<file path="config.mk">
export PLATFORM = sky130hd
export DESIGN_NAME = pipe_retire_tracker
export DESIGN_NICKNAME = d
export VERILOG_FILES = /design/src/rtl/pipe_trace_pkg.sv /design/src/rtl/instr_dest_decode.sv /design/src/rtl/pipe_retire_tracker.sv
export SDC_FILE = /design/constraint.sdc
export NUM_CORES = 1
export LEC_CHECK = 0
export BUFFER_PORTS_ARGS = -buffer_cell sky130_fd_sc_hd__buf_2
export CAP_MARGIN = 20
export CORE_UTILIZATION = 50
export CTS_CLUSTER_DIAMETER = 80
export DETAILED_ROUTE_END_ITERATION = 16
export GPL_TIMING_DRIVEN = 0
export HOLD_SLACK_MARGIN = 0.06
export PLACE_DENSITY = 0.83
export SLEW_MARGIN = 10
export SYNTH_ARGS = -nofsm -noshare
export SYNTH_HDL_FRONTEND = slang
export SYNTH_SLANG_ARGS = --single-unit
export TNS_END_PERCENT = 10
</file>
<file path="constraint.sdc">
create_clock -name clk_i -period 10.02 [get_ports clk_i]
set_clock_uncertainty 0.05 [all_clocks]
set_input_delay 2.004 -clock clk_i [delete_from_list [all_inputs] [get_ports clk_i]]
set_output_delay 2.004 -clock clk_i [all_outputs]
set_load 0.02 [all_outputs]
</file>
<file path="src/rtl/pipe_trace_pkg.sv">
// Shared opcode/funct codes, tracker state encoding and the pipe slot type
// used by the retire tracker and its destination decoder.
package pipe_trace_pkg;

    localparam logic [5:0] OP_RTYPE  = 6'b000000;
    localparam logic [5:0] OP_ADDI   = 6'b010011;
    localparam logic [5:0] OP_BEQ    = 6'b011001;
    localparam logic [5:0] OP_LW     = 6'b011000;
    localparam logic [5:0] OP_SW     = 6'b101000;

    localparam logic [5:0] FUNC_ADD  = 6'b100011;
    localparam logic [5:0] FUNC_SUB  = 6'b010011;
    localparam logic [5:0] FUNC_AND  = 6'b011111;
    localparam logic [5:0] FUNC_OR   = 6'b101111;
    localparam logic [5:0] FUNC_NOR  = 6'b010000;
    localparam logic [5:0] FUNC_SLT  = 6'b010100;
    localparam logic [5:0] FUNC_SLLV = 6'b011000;
    localparam logic [5:0] FUNC_SLL  = 6'b010010;
    localparam logic [5:0] FUNC_SRLV = 6'b101000;
    localparam logic [5:0] FUNC_SRL  = 6'b100010;

    typedef enum logic [2:0] {
        ST_IDLE    = 3'd0,
        ST_RUN     = 3'd1,
        ST_DRAIN   = 3'd2,
        ST_DONE    = 3'd3,
        ST_TIMEOUT = 3'd4,
        ST_FAIL    = 3'd5
    } state_t;

    typedef struct packed {
        logic        valid;
        logic [31:0] instr;
    } slot_t;

    function automatic logic is_known_funct(input logic [5:0] funct);
        case (funct)
            FUNC_ADD, FUNC_SUB, FUNC_AND, FUNC_OR, FUNC_NOR,
            FUNC_SLT, FUNC_SLLV, FUNC_SLL, FUNC_SRLV, FUNC_SRL: return 1'b1;
            default: return 1'b0;
        endcase
    endfunction

endpackage

</file>
<file path="src/rtl/instr_dest_decode.sv">
// Combinational decode of the register a retiring instruction should write:
// R-type with a known funct writes rd, addi/lw write rt, everything else writes nothing.
module instr_dest_decode
    import pipe_trace_pkg::*;
(
    input  logic [31:0] instr,
    output logic        exp_we,
    output logic [4:0]  dest
);
    logic [5:0] opcode;
    logic [5:0] funct;
    logic       unused_fields;

    assign opcode        = instr[31:26];
    assign funct         = instr[5:0];
    assign unused_fields = ^{instr[25:21], instr[10:6]};

    always_comb begin
        exp_we = 1'b0;
        dest   = 5'd0;
        case (opcode)
            OP_RTYPE: begin
                if (is_known_funct(funct)) begin
                    exp_we = 1'b1;
                    dest   = instr[15:11];
                end
            end
            OP_ADDI, OP_LW: begin
                exp_we = 1'b1;
                dest   = instr[20:16];
            end
            OP_SW, OP_BEQ: begin
                exp_we = 1'b0;
            end
            default: begin
                exp_we = 1'b0;
            end
        endcase
    end
endmodule

</file>
<file path="src/rtl/pipe_retire_tracker.sv">
// Shadow pipe that follows fetched instructions to writeback, pulses on retirement,
// cross-checks the DUT register-file write and reports end of program / timeout / fail.
//   state   | meaning
//   IDLE    | waiting for start_i, pipe empty
//   RUN     | tracking fetches until a zero word is fetched
//   DRAIN   | fetch forced to bubbles, pipe empties for DEPTH non-stalled cycles
//   DONE    | program finished cleanly (sticky)
//   TIMEOUT | cycle budget exhausted (sticky)
//   FAIL    | writeback mismatch with STOP_ON_ERR set (sticky)
module pipe_retire_tracker
    import pipe_trace_pkg::*;
#(
    parameter int DEPTH       = 4,
    parameter int STALL_SLOT  = 2,
    parameter int FLUSH_SLOT  = 2,
    parameter int MAX_CYCLES  = 15,
    parameter int CNT_W       = 16,
    parameter bit STOP_ON_ERR = 1'b1
) (
    input  logic             clk_i,
    input  logic             rst_i,
    input  logic             start_i,
    input  logic             if_valid_i,
    input  logic [31:0]      if_instr_i,
    input  logic             stall_i,
    input  logic             flush_i,
    input  logic             wb_we_i,
    input  logic [4:0]       wb_addr_i,
    output logic [2:0]       state_o,
    output logic             done_o,
    output logic             timeout_o,
    output logic             fail_o,
    output logic             retire_valid_o,
    output logic [31:0]      retire_instr_o,
    output logic [CNT_W-1:0] retire_cnt_o,
    output logic [CNT_W-1:0] err_cnt_o,
    output logic [CNT_W-1:0] cycle_cnt_o,
    output logic [31:0]      first_err_instr_o
);
    localparam int               DRN_W    = $clog2(DEPTH + 1);
    localparam logic [CNT_W-1:0] CNT_ONE  = CNT_W'(1);
    localparam logic [CNT_W-1:0] CYC_LAST = CNT_W'(MAX_CYCLES - 1);
    localparam logic [DRN_W-1:0] DRN_INIT = DRN_W'(DEPTH);
    localparam logic [DRN_W-1:0] DRN_ONE  = DRN_W'(1);

    state_t              state;
    slot_t [DEPTH-1:0]   slots;
    slot_t [DEPTH-1:0]   slots_nxt;
    slot_t               fetch;
    slot_t               ret_slot;
    logic [DRN_W-1:0]    drain_cnt;
    logic                active, stalled, retiring, exp_we, skip_chk;
    logic                mismatch, end_fetch, drain_last;
    logic [4:0]          dest;

    assign state_o    = state;
    assign active     = (state == ST_RUN) || (state == ST_DRAIN);
    assign stalled    = stall_i && !flush_i;
    assign ret_slot   = slots[DEPTH-1];
    assign retiring   = ret_slot.valid && (ret_slot.instr != 32'h0);
    assign skip_chk   = exp_we && (dest == 5'd0);
    // Outside a retirement any write is spurious; during one, compare against the decode.
    assign mismatch   = active && (retiring ?
                        (!skip_chk && ((wb_we_i != exp_we) || (wb_we_i && (wb_addr_i != dest))))
                        : wb_we_i);
    assign end_fetch  = (state == ST_RUN) && if_valid_i && (if_instr_i == 32'h0)
                        && !stall_i && !flush_i;
    assign drain_last = (state == ST_DRAIN) && !stalled && (drain_cnt == DRN_ONE);

    instr_dest_decode u_decode (
        .instr  (ret_slot.instr),
        .exp_we (exp_we),
        .dest   (dest)
    );

    always_comb begin
        fetch = '0;
        if (state == ST_RUN) begin
            fetch.valid = if_valid_i;
            fetch.instr = if_instr_i;
        end
    end

    always_comb begin
        slots_nxt = slots;
        if (flush_i)
            slots_nxt[0] = (FLUSH_SLOT > 0) ? slot_t'('0) : fetch;
        else if (stall_i)
            slots_nxt[0] = (STALL_SLOT > 0) ? slots[0] : slot_t'('0);
        else
            slots_nxt[0] = fetch;
        for (int k = 1; k < DEPTH; k++) begin
            if (flush_i)
                slots_nxt[k] = (k < FLUSH_SLOT) ? slot_t'('0) : slots[k-1];
            else if (stall_i)
                slots_nxt[k] = (k < STALL_SLOT) ? slots[k] :
                               (k == STALL_SLOT) ? slot_t'('0) : slots[k-1];
            else
                slots_nxt[k] = slots[k-1];
        end
    end

    always_ff @(posedge clk_i or posedge rst_i) begin
        if (rst_i) begin
            state             <= ST_IDLE;
            slots             <= '0;
            drain_cnt         <= '0;
            done_o            <= 1'b0;
            timeout_o         <= 1'b0;
            fail_o            <= 1'b0;
            retire_valid_o    <= 1'b0;
            retire_instr_o    <= 32'h0;
            retire_cnt_o      <= '0;
            err_cnt_o         <= '0;
            cycle_cnt_o       <= '0;
            first_err_instr_o <= 32'h0;
        end else begin
            retire_valid_o <= 1'b0;
            case (state)
                ST_IDLE: begin
                    if (start_i)
                        state <= ST_RUN;
                end
                ST_RUN, ST_DRAIN: begin
                    slots <= slots_nxt;
                    if (cycle_cnt_o != '1)
                        cycle_cnt_o <= cycle_cnt_o + CNT_ONE;
                    if (retiring) begin
                        retire_valid_o <= 1'b1;
                        retire_instr_o <= ret_slot.instr;
                        if (retire_cnt_o != '1)
                            retire_cnt_o <= retire_cnt_o + CNT_ONE;
                    end
                    if (mismatch) begin
                        if (err_cnt_o == '0)
                            first_err_instr_o <= ret_slot.instr;
                        if (err_cnt_o != '1)
                            err_cnt_o <= err_cnt_o + CNT_ONE;
                    end
                    if (state == ST_DRAIN && !stalled)
                        drain_cnt <= drain_cnt - DRN_ONE;

                    if (mismatch && STOP_ON_ERR) begin
                        state  <= ST_FAIL;
                        fail_o <= 1'b1;
                    end else if (drain_last) begin
                        state  <= ST_DONE;
                        done_o <= 1'b1;
                    end else if (cycle_cnt_o == CYC_LAST) begin
                        state     <= ST_TIMEOUT;
                        timeout_o <= 1'b1;
                    end else if (end_fetch) begin
                        state     <= ST_DRAIN;
                        drain_cnt <= DRN_INIT;
                    end
                end
                default: begin
                    state <= state;
                end
            endcase
        end
    end
endmodule

</file>
Yosys cells after proc, flatten, opt, wreduce, memory -nomap -nowiden
Index checks and enable logic that the tools add are counted.
{"block": "classes", "addsub": 4, "n_eq_ne": 24, "mux": 27, "bitwise_logic": 2, "reduce_logical": 38}
{"op": "$mux W33", "count": 7}
{"op": "$add A16 B1 Y16 const B", "count": 3}
{"op": "$eq A6 B5 Y1 const B", "count": 8}
{"op": "$ne A16 B16 Y1 const B", "count": 3}
{"op": "$logic_not A32 Y1", "count": 1}
{"op": "$reduce_bool A32 Y1", "count": 1}
{"op": "$mux W3", "count": 10}
{"op": "$eq A6 B6 Y1 const B", "count": 4}
{"op": "$eq A16 B4 Y1 const B", "count": 1}
{"op": "$logic_not A16 Y1", "count": 1}
{"op": "$reduce_and A3 Y1", "count": 5}
{"op": "$logic_and A1 B1 Y1", "count": 12}
{"op": "$pmux W5 S2", "count": 1}
{"op": "$reduce_or A10 Y1", "count": 1}
{"op": "$reduce_and A2 Y1", "count": 4}
{"op": "$eq A3 B1 Y1 const B", "count": 2}
{"op": "$logic_not A6 Y1", "count": 1}
{"op": "$mux W1", "count": 6}
{"op": "$pmux W3 S2", "count": 1}
{"op": "$logic_not A5 Y1", "count": 1}
{"op": "$mux W5", "count": 1}
{"op": "$ne A5 B5 Y1", "count": 1}
{"op": "$ne A5 B5 Y1 const B", "count": 1}
{"op": "$logic_not A1 Y1", "count": 4}
{"op": "12 further kinds", "count": 15}
{"block": "totals", "register_bits": 254, "word_cells": 114}

Depth between registers and ports, before layout
Gate-level depths: netlist (run 1).
{"block": "depth", "word_depth": 14, "ltp_mapped": 11, "depth_no_buf": 9}

Cells and area by module
Synthesis (run 1) repeated with hierarchy kept, for this count alone.
{"block": "unflattened", "hier_cells": 971, "hier_area_um2": 10700.3}
{"module": "pipe_retire_tracker", "cells_each": 943, "n_inst": 1, "area_per_inst_um2": 10511.3}
{"module": "instr_dest_decode", "cells_each": 28, "n_inst": 1, "area_per_inst_um2": 188.9}

Worst setup path after synthesis (run 1)
Ideal clock, no wire load.
{"block": "synth_path", "path_type": "in2reg", "from": "in wb_addr_i[0]", "to": "reg first_err_instr_o[26]", "t_arrival_ps": 3624, "path_buffers": 1, "setup_ps": 125, "path_slack_ps": 6221, "required_ps": 9845, "stages": 9, "cell_sequence": "nand2_1 > nor3_1 > a311oi_1 > a22oi_1 > a41oi_2 > o21ai_4 > nor3_4 > buf_6 > mux2_2"}
{"block": "synth_between", "elab_chain_len": 7}
{"element": "start, declared", "line": "pipe_retire_tracker.sv:28", "text": "input logic [4:0] wb_addr_i,"}
{"element": "$ne A5 B5 Y1", "line": "pipe_retire_tracker.sv:64", "text": "(!skip_chk && ((wb_we_i != exp_we) || (wb_we_i && (wb_addr_i != dest))))"}
{"element": "$logic_and A1 B1 Y1", "line": "pipe_retire_tracker.sv:64"}
{"element": "$logic_or A1 B1 Y1", "line": "pipe_retire_tracker.sv:64"}
{"element": "$logic_and A1 B1 Y1", "line": "pipe_retire_tracker.sv:64"}
{"element": "$mux W1", "line": "pipe_retire_tracker.sv:63", "text": "assign mismatch = active && (retiring ?"}
{"element": "$logic_and A1 B1 Y1", "line": "pipe_retire_tracker.sv:63"}
{"element": "$reduce_and A3 Y1 (no line)"}
{"element": "end signal, assigned", "line": "pipe_retire_tracker.sv:136", "text": "first_err_instr_o <= ret_slot.instr;"}
{"element": "end, declared", "line": "pipe_retire_tracker.sv:38", "text": "output logic [31:0] first_err_instr_o"}
No other way between the ends.
A chain may end at the register's enable or synchronous reset.

Worst setup path in the final report (run 1)
{"block": "layout_path", "from": "in flush_i", "to": "reg state[1] (netlist: state_o[1])"}
{"block": "layout_between", "elab_chain_len": 8, "elab_cells_between_ends": 11}
{"element": "start, declared", "line": "pipe_retire_tracker.sv:26", "text": "input logic flush_i,"}
{"element": "$logic_not A1 Y1 *", "line": "pipe_retire_tracker.sv:58, pipe_retire_tracker.sv:67"}
{"element": "$logic_and A1 B1 Y1", "line": "pipe_retire_tracker.sv:58", "text": "assign stalled = stall_i && !flush_i;"}
{"element": "$logic_not A1 Y1", "line": "pipe_retire_tracker.sv:68", "text": "assign drain_last = (state == ST_DRAIN) && !stalled && (drain_cnt == DRN_ONE);"}
{"element": "$logic_and A1 B1 Y1 (2 in series)", "line": "pipe_retire_tracker.sv:68"}
{"element": "$mux W3", "line": "pipe_retire_tracker.sv:146", "text": "end else if (drain_last) begin"}
{"element": "$mux W3", "line": "pipe_retire_tracker.sv:143", "text": "if (mismatch && STOP_ON_ERR) begin"}
{"element": "$pmux W3 S2", "line": "pipe_retire_tracker.sv:119", "text": "case (state)"}
{"element": "end signal, assigned", "line": "pipe_retire_tracker.sv:158", "text": "state <= state;"}
{"element": "end, declared", "line": "pipe_retire_tracker.sv:46", "text": "state_t state;"}
Every way passes the cells marked *; elsewhere a longest branch is shown, timed or not.

==> impl_metrics.json, run 1 <==
{
  "synth.distinct_cells": 55,
  "r2r_slack_ns": 6.44,
  "ys_seq_area_frac": 0.5973,
  "syn_avg_cell_area_sq_um": 10.99,
  "grt_max_degree": 114,
  "drc": 0,
  "drtPass1Iterations": 4,
  "holdWs_ns": 0.4192,
  "diodes": 0,
  "h-tree-depth": 1,
  "finalCriticalPeriod_ns": 4.099,
  "p_int_mw": 1.629,
  "clockPowerShare": 0.473,
  "ios": 163,
  "worstSetupStartpoint": "flush_i",
  "startpoint_type": "input pin",
  "ir_worst_vdd_mv": 0.1016,
  "worstPathArrival_ns": 4.45,
  "finalHoldViolCount": 0,
  "post-route-util": 0.6073,
  "cts_buffers": 26,
  "synth_edf_count": 0,
  "synth_cells": 968,
  "gp_routability_congestion": 0.8758,
  "fillers": 1723,
  "die_x_microns": 147.9,
  "drt_wl_total_mm": 23.32,
  "syn2layout_area_growth_pct": 19.59,
  "regArea_sq_mm": 0.006356,
  "leakagePower_nw": 6.825,
  "placed_cells": 1407,
  "fin_crit_sh": 0.4091,
  "ys_ff_latch": 254,
  "insertion_delay_ns": 0.52,
  "cp_slowest_stage_delay_ns": 0.77,
  "vias_per_cell": 5.275,
  "grt_pass1_vias": 7462,
  "synth_largest_area_cell": "dfrtp_1",
  "wl_per_cell_microns": 16.08,
  "grt_pass1_wl_mm": 38.16,
  "worstSetupEndpointType": "register",
  "cp.depth": 7,
  "critPathKind": "input pin to register",
  "ant_nets": 0,
  "sw_frac_of_total": 0.1965,
  "status": "complete, no violations",
  "p_seq_frac": 0.506,
  "cts_resized": 0,
  "path_cells": "buf_2, nor4b_2, nand2_1, nor4_1, nand2b_1, o21ai_0, a32o_1",
  "timing.final.max_slew_violations": 0,
  "cts_sinks": 254,
  "synth_top_area_frac": 0.5973,
  "stdcell_count": 1450,
  "root_buffer": "clkbuf_16",
  "crit_fanout": 8,
  "synth.area.top_cells": "dfrtp_1 60%, nand2_1 9.1%, mux2_2 5.8%, a22o_1 2.7%, nand3_1 2.4%",
  "dpl_cell_area_sq_mm": 0.01187,
  "core_sq_mm": 0.02096,
  "powerDensity_mw_per_mm2": 159.3,
  "cts_hold_buf": 0,
  "path_buf_inv": 1,
  "drv_cap": 0,
  "antenna_found_initial": 0,
  "post-cts-setup-buffers": 0,
  "p_total_mw": 2.027,
  "vias": 7649,
  "r2r_start": "ret_slot[26]",
  "synthFlopType": "dfrtp_1",
  "endpoint": "state_o[1]",
  "initial_utilization": 0.5078,
  "tns_ns": 0,
  "p_comb_frac": 0.020,
  "setup_violations": 0,
  "drive_above_1_share": 0.2366,
  "synth_area_sq_mm": 0.01064,
  "crit_family": "simple AND/OR/NAND/NOR gates",
  "design_area_sq_mm": 0.01273,
  "reg2regPathDepth": 10,
  "multi_input_area_sq_mm": 0.004035,
  "gr-total-overflow": 0,
  "cts_max_path_buffers": 3,
  "fp.dieH_microns": 147.9,
  "hp-class": "register to register",
  "io_buffers": 162,
  "r2r_end": "first_err_instr_o[16]",
  "final_cell_mix": "257 x nand2_1, 254 x dfrtp_1, 163 x buf_2",
  "layout_commonest_cell": "nand2_1",
  "final_nets": 1211,
  "place_ws_ns": 5.445,
  "async_flop_share": 1.000,
  "drtIter0Drc": 372,
  "rsz0062_at_grt": "no",
  "maxClockFrequency_mhz": 243.9,
  "die-area_sq_mm": 0.02187,
  "cts_tree": "yes",
  "dp_hpwl_mm": 16.94,
  "cp_slowest_cell": "nor4_1",
  "cp_data_required_time_ns": 10.38,
  "max_slew_margin": 0.4358,
  "path_clk_slew_ns": 0.06,
  "num_rows": 53,
  "grt_usage": 0.2172,
  "worstMarginPinSlew_ns": 0.8386,
  "synthesis.nets": 1019,
  "switching_power_mw": 0.3984,
  "yosysWarnings": 0,
  "fin_ws_ns": 5.921
}
## per-layer routing
layer  up-vias  track usage  share of wire
met2       222       0.3441           0.46
met3        24      0.02901          0.052
met1      3694       0.3190           0.47
li1       3709            -              -
met4         0      0.05103          0.013
met5         -            0              0
## Yosys cell counts (all sizes together), types with 13 or more instances
master and count:
nand3 51, xor2 21, nor2 18, nand4 13
o21ai 14, nor4 23, xnor2 28, dfrtp 254
clkbuf 37, mux2 62, nand3b 34, nor3 18
a22o 33, inv 16, nand2 257
## how the worst min path moves through the flow
stage                      to  cells after the start       from
floorplan           slots[26]                      2  slots[26]
global placement       fail_o                      1     fail_o
detailed placement     fail_o                      1     fail_o
CTS                    fail_o                      1     fail_o
global route         slots[0]                      2   slots[0]
finish              slots[46]                      2  slots[46]
## area by class of cell
class | instances | share of cell area
flip-flops and latches | 254 | 0.4995
multi-input cells | 652 | 0.3171
repair buffers | 164 | 0.06804
clock buffers | 39 | 0.06214
well taps | 275 | 0.02704
plain buffers | 46 | 0.01544
clock inverters | 4 | 0.005506
inverters | 16 | 0.005309
## tightest hold or removal path, stage by stage, from the launching register on
cell	delay (ns)
dfrtp_1	0.34
nand2_1	0.05
nand2_1	0.05
## power by group through the flow
stage                     clock network [mW]  registers (mW)  logic (mW)
after detailed placement                   0            1.05      0.0423
final                                  0.959            1.03      0.0412
after CTS                              0.980            1.03      0.0425
after global routing                    1.02            1.03      0.0471
after floorplan                            0            1.05      0.0211
after global placement                     0            1.05      0.0384
## flip-flops by register name (all words and copies together) (netlist names), 16 cells and up
| name | flops |
|---|---|
| cycle_cnt_o | 16 |
| err_cnt_o | 16 |
| first_err_instr_o | 32 |
| ret_slot | 33 |
| retire_cnt_o | 16 |
| retire_instr_o | 32 |
| slots | 99 |
## logic make-up (layout without fill, tap and decap cells)
family,after synthesis,after routing,share of synthesized area
xor+xnor,49,49,0.04033
compound gates,72,72,0.05573
buf+inv,62,269,0.02410
mux,64,64,0.06749
fa+ha+maj,7,7,0.008230
flops,254,254,0.5973
simple gates,460,460,0.2068
(Power assumes the default switching activity.)
==> run 2: changes to the inputs <==
PLACE_DENSITY = 0.85   (was 0.83)
clock period = 3.6 ns   (was 10.02 ns; I/O delays follow)
==> impl_metrics.json, run 2 (synthesis gave the netlist of run 1 again) <==
{
  "grt_pass1_vias": 7748,
  "drv_cap": 0,
  "gr-total-overflow": 0,
  "drt_wl_total_mm": 24.16,
  "hp-class": "input pin to asynchronous set/reset pin",
  "status": "complete, no violations",
  "crit_fanout": 10,
  "vias_per_cell": 5.395,
  "startpoint_type": "register",
  "finalHoldViolCount": 0,
  "worstSetupEndpointType": "register",
  "wl_per_cell_microns": 16.54,
  "p_comb_frac": 0.022,
  "p_int_mw": 4.557,
  "syn2layout_area_growth_pct": 20.92,
  "drive_above_1_share": 0.2437,
  "layout_commonest_cell": "nand2_1",
  "top_register": "slots",
  "fin_crit_sh": 0.9461,
  "holdWs_ns": 0.1964,
  "cts_sinks": 254,
  "worstMarginPinSlew_ns": 0.8217,
  "powerDensity_mw_per_mm2": 442.7,
  "largest_reg_flops": 99,
  "ios": 163,
  "ant_nets": 0,
  "root_buffer": "clkbuf_16",
  "critPathKind": "register to register",
  "dp_hpwl_mm": 17.46,
  "timing.final.max_slew_violations": 0,
  "io_buffers": 162,
  "fillers": 1668,
  "initial_utilization": 0.5078,
  "cts_max_path_buffers": 3,
  "final_cell_mix": "257 x nand2_1, 254 x dfrtp_1, 163 x buf_2",
  "diodes": 0,
  "leakagePower_nw": 6.885,
  "ir_worst_vdd_mv": 0.3201,
  "die_x_microns": 147.9,
  "grt_max_degree": 42,
  "drc": 0,
  "sw_frac_of_total": 0.2001,
  "insertion_delay_ns": 0.52,
  "finalCriticalPeriod_ns": 3.406,
  "grt_usage": 0.2269,
  "drtIter0Drc": 475,
  "setup_violations": 0,
  "r2r_slack_ns": 0.19,
  "vias": 7882,
  "cts_tree": "yes",
  "cts_buffers": 26,
  "worstPathArrival_ns": 3.75,
  "h-tree-depth": 1,
  "die-area_sq_mm": 0.02187,
  "antenna_found_initial": 0,
  "cts_hold_buf": 0,
  "max_slew_margin": 0.4471,
  "rsz0062_at_grt": "no",
  "final_nets": 1218,
  "fp.dieH_microns": 147.9,
  "grt_pass1_wl_mm": 39.83,
  "tns_ns": 0,
  "clockPowerShare": 0.476,
  "core_sq_mm": 0.02096,
  "maxClockFrequency_mhz": 293.6,
  "post-route-util": 0.6140,
  "r2r_end": "first_err_instr_o[24]",
  "num_rows": 53,
  "regArea_sq_mm": 0.006356,
  "path_clk_slew_ns": 0.06,
  "cp_data_required_time_ns": 3.94,
  "drtPass1Iterations": 5,
  "multi_input_area_sq_mm": 0.004039,
  "gp_routability_congestion": 0.8802,
  "switching_power_mw": 1.140,
  "p_seq_frac": 0.502,
  "r2r_start": "ret_slot[5]",
  "reg2regPathDepth": 12
}
## run 2: cell types whose count changed in the layout (fill, tap and decap cells not counted), sizes merged
cell	delta
buf	+7
clkbuf	+1
clkinv	+2
clkinvlp	+2
inv	-1
## run 2: area by class of cell
cell class | instances | share of cell area
clock inverter | 7 | 0.006807
multi-input combinational | 652 | 0.3139
sequential | 254 | 0.4940
clock buffer | 40 | 0.06175
buffer | 46 | 0.01527
timing repair buffer | 171 | 0.07662
tap | 275 | 0.02674
inverter | 16 | 0.004959
## run 2: worst max path at each step
stage	start	endpoint	slack [ns]	depth (start not counted)
after global placement	rst_i	slots[5]	-1.77	2
final	ret_slot[5]	first_err_instr_o[24]	0.19	12
after global routing	ret_slot[5]	first_err_instr_o[20]	0.03	12
after CTS	ret_slot[27]	first_err_instr_o[19]	0.13	11
after detailed placement	ret_slot[27]	first_err_instr_o[19]	-0.03	10
after floorplan	rst_i	cycle_cnt_o[0]	-0.51	1
## run 2: stage by stage
step | setup slack [ns] | cells | total power [mW] | instance area [sq um]
after global placement | -1.770 | 1405 | 3.018 | 11800
final | 0.1941 | 1461 | 5.696 | 12870
after detailed placement | -0.02752 | 1412 | 3.039 | 11950
after global routing | 0.02732 | 1461 | 5.882 | 12870
after CTS | 0.1329 | 1460 | 5.754 | 12860
after floorplan | -0.5136 | 968 | 2.970 | 10650
## run 2: repair_timing
item,4_1_cts,5_1_grt
gates resized for setup,0,1
endpoints found under the setup margin,20,30
buffers inserted,1,1
pin swaps,1,2
## run 2: critical path, cell delays in order (launching register included)
cell and delay (ns):
dfrtp_1 0.36, clkbuf_1 0.20, and4bb_2 0.30, o31ai_2 0.34
a21oi_2 0.15, a221o_1 0.33, a22oi_1 0.25, a41oi_2 0.25
o21ai_4 0.35, nor3_4 0.09, buf_12 0.15, buf_6 0.14
mux2_1 0.32
## run 2: power by group through the flow
stage               Sequential (mW)  Combinational (mW)  Clock (mW)
floorplan                      2.91              0.0593           0
global placement               2.91               0.107           0
detailed placement             2.91               0.131           0
CTS                            2.86               0.132        2.77
global route                   2.85               0.145        2.88
finish                         2.86               0.127        2.71
## run 2: metal layers
layer | vias to the layer above | GRT usage | routed length (microns)
met5 | - | 0 | 0
met4 | 0 | 0.06959 | 472
met3 | 41 | 0.02654 | 1258
met2 | 248 | 0.3670 | 11520
met1 | 3861 | 0.3223 | 10910
li1 | 3732 | - | -
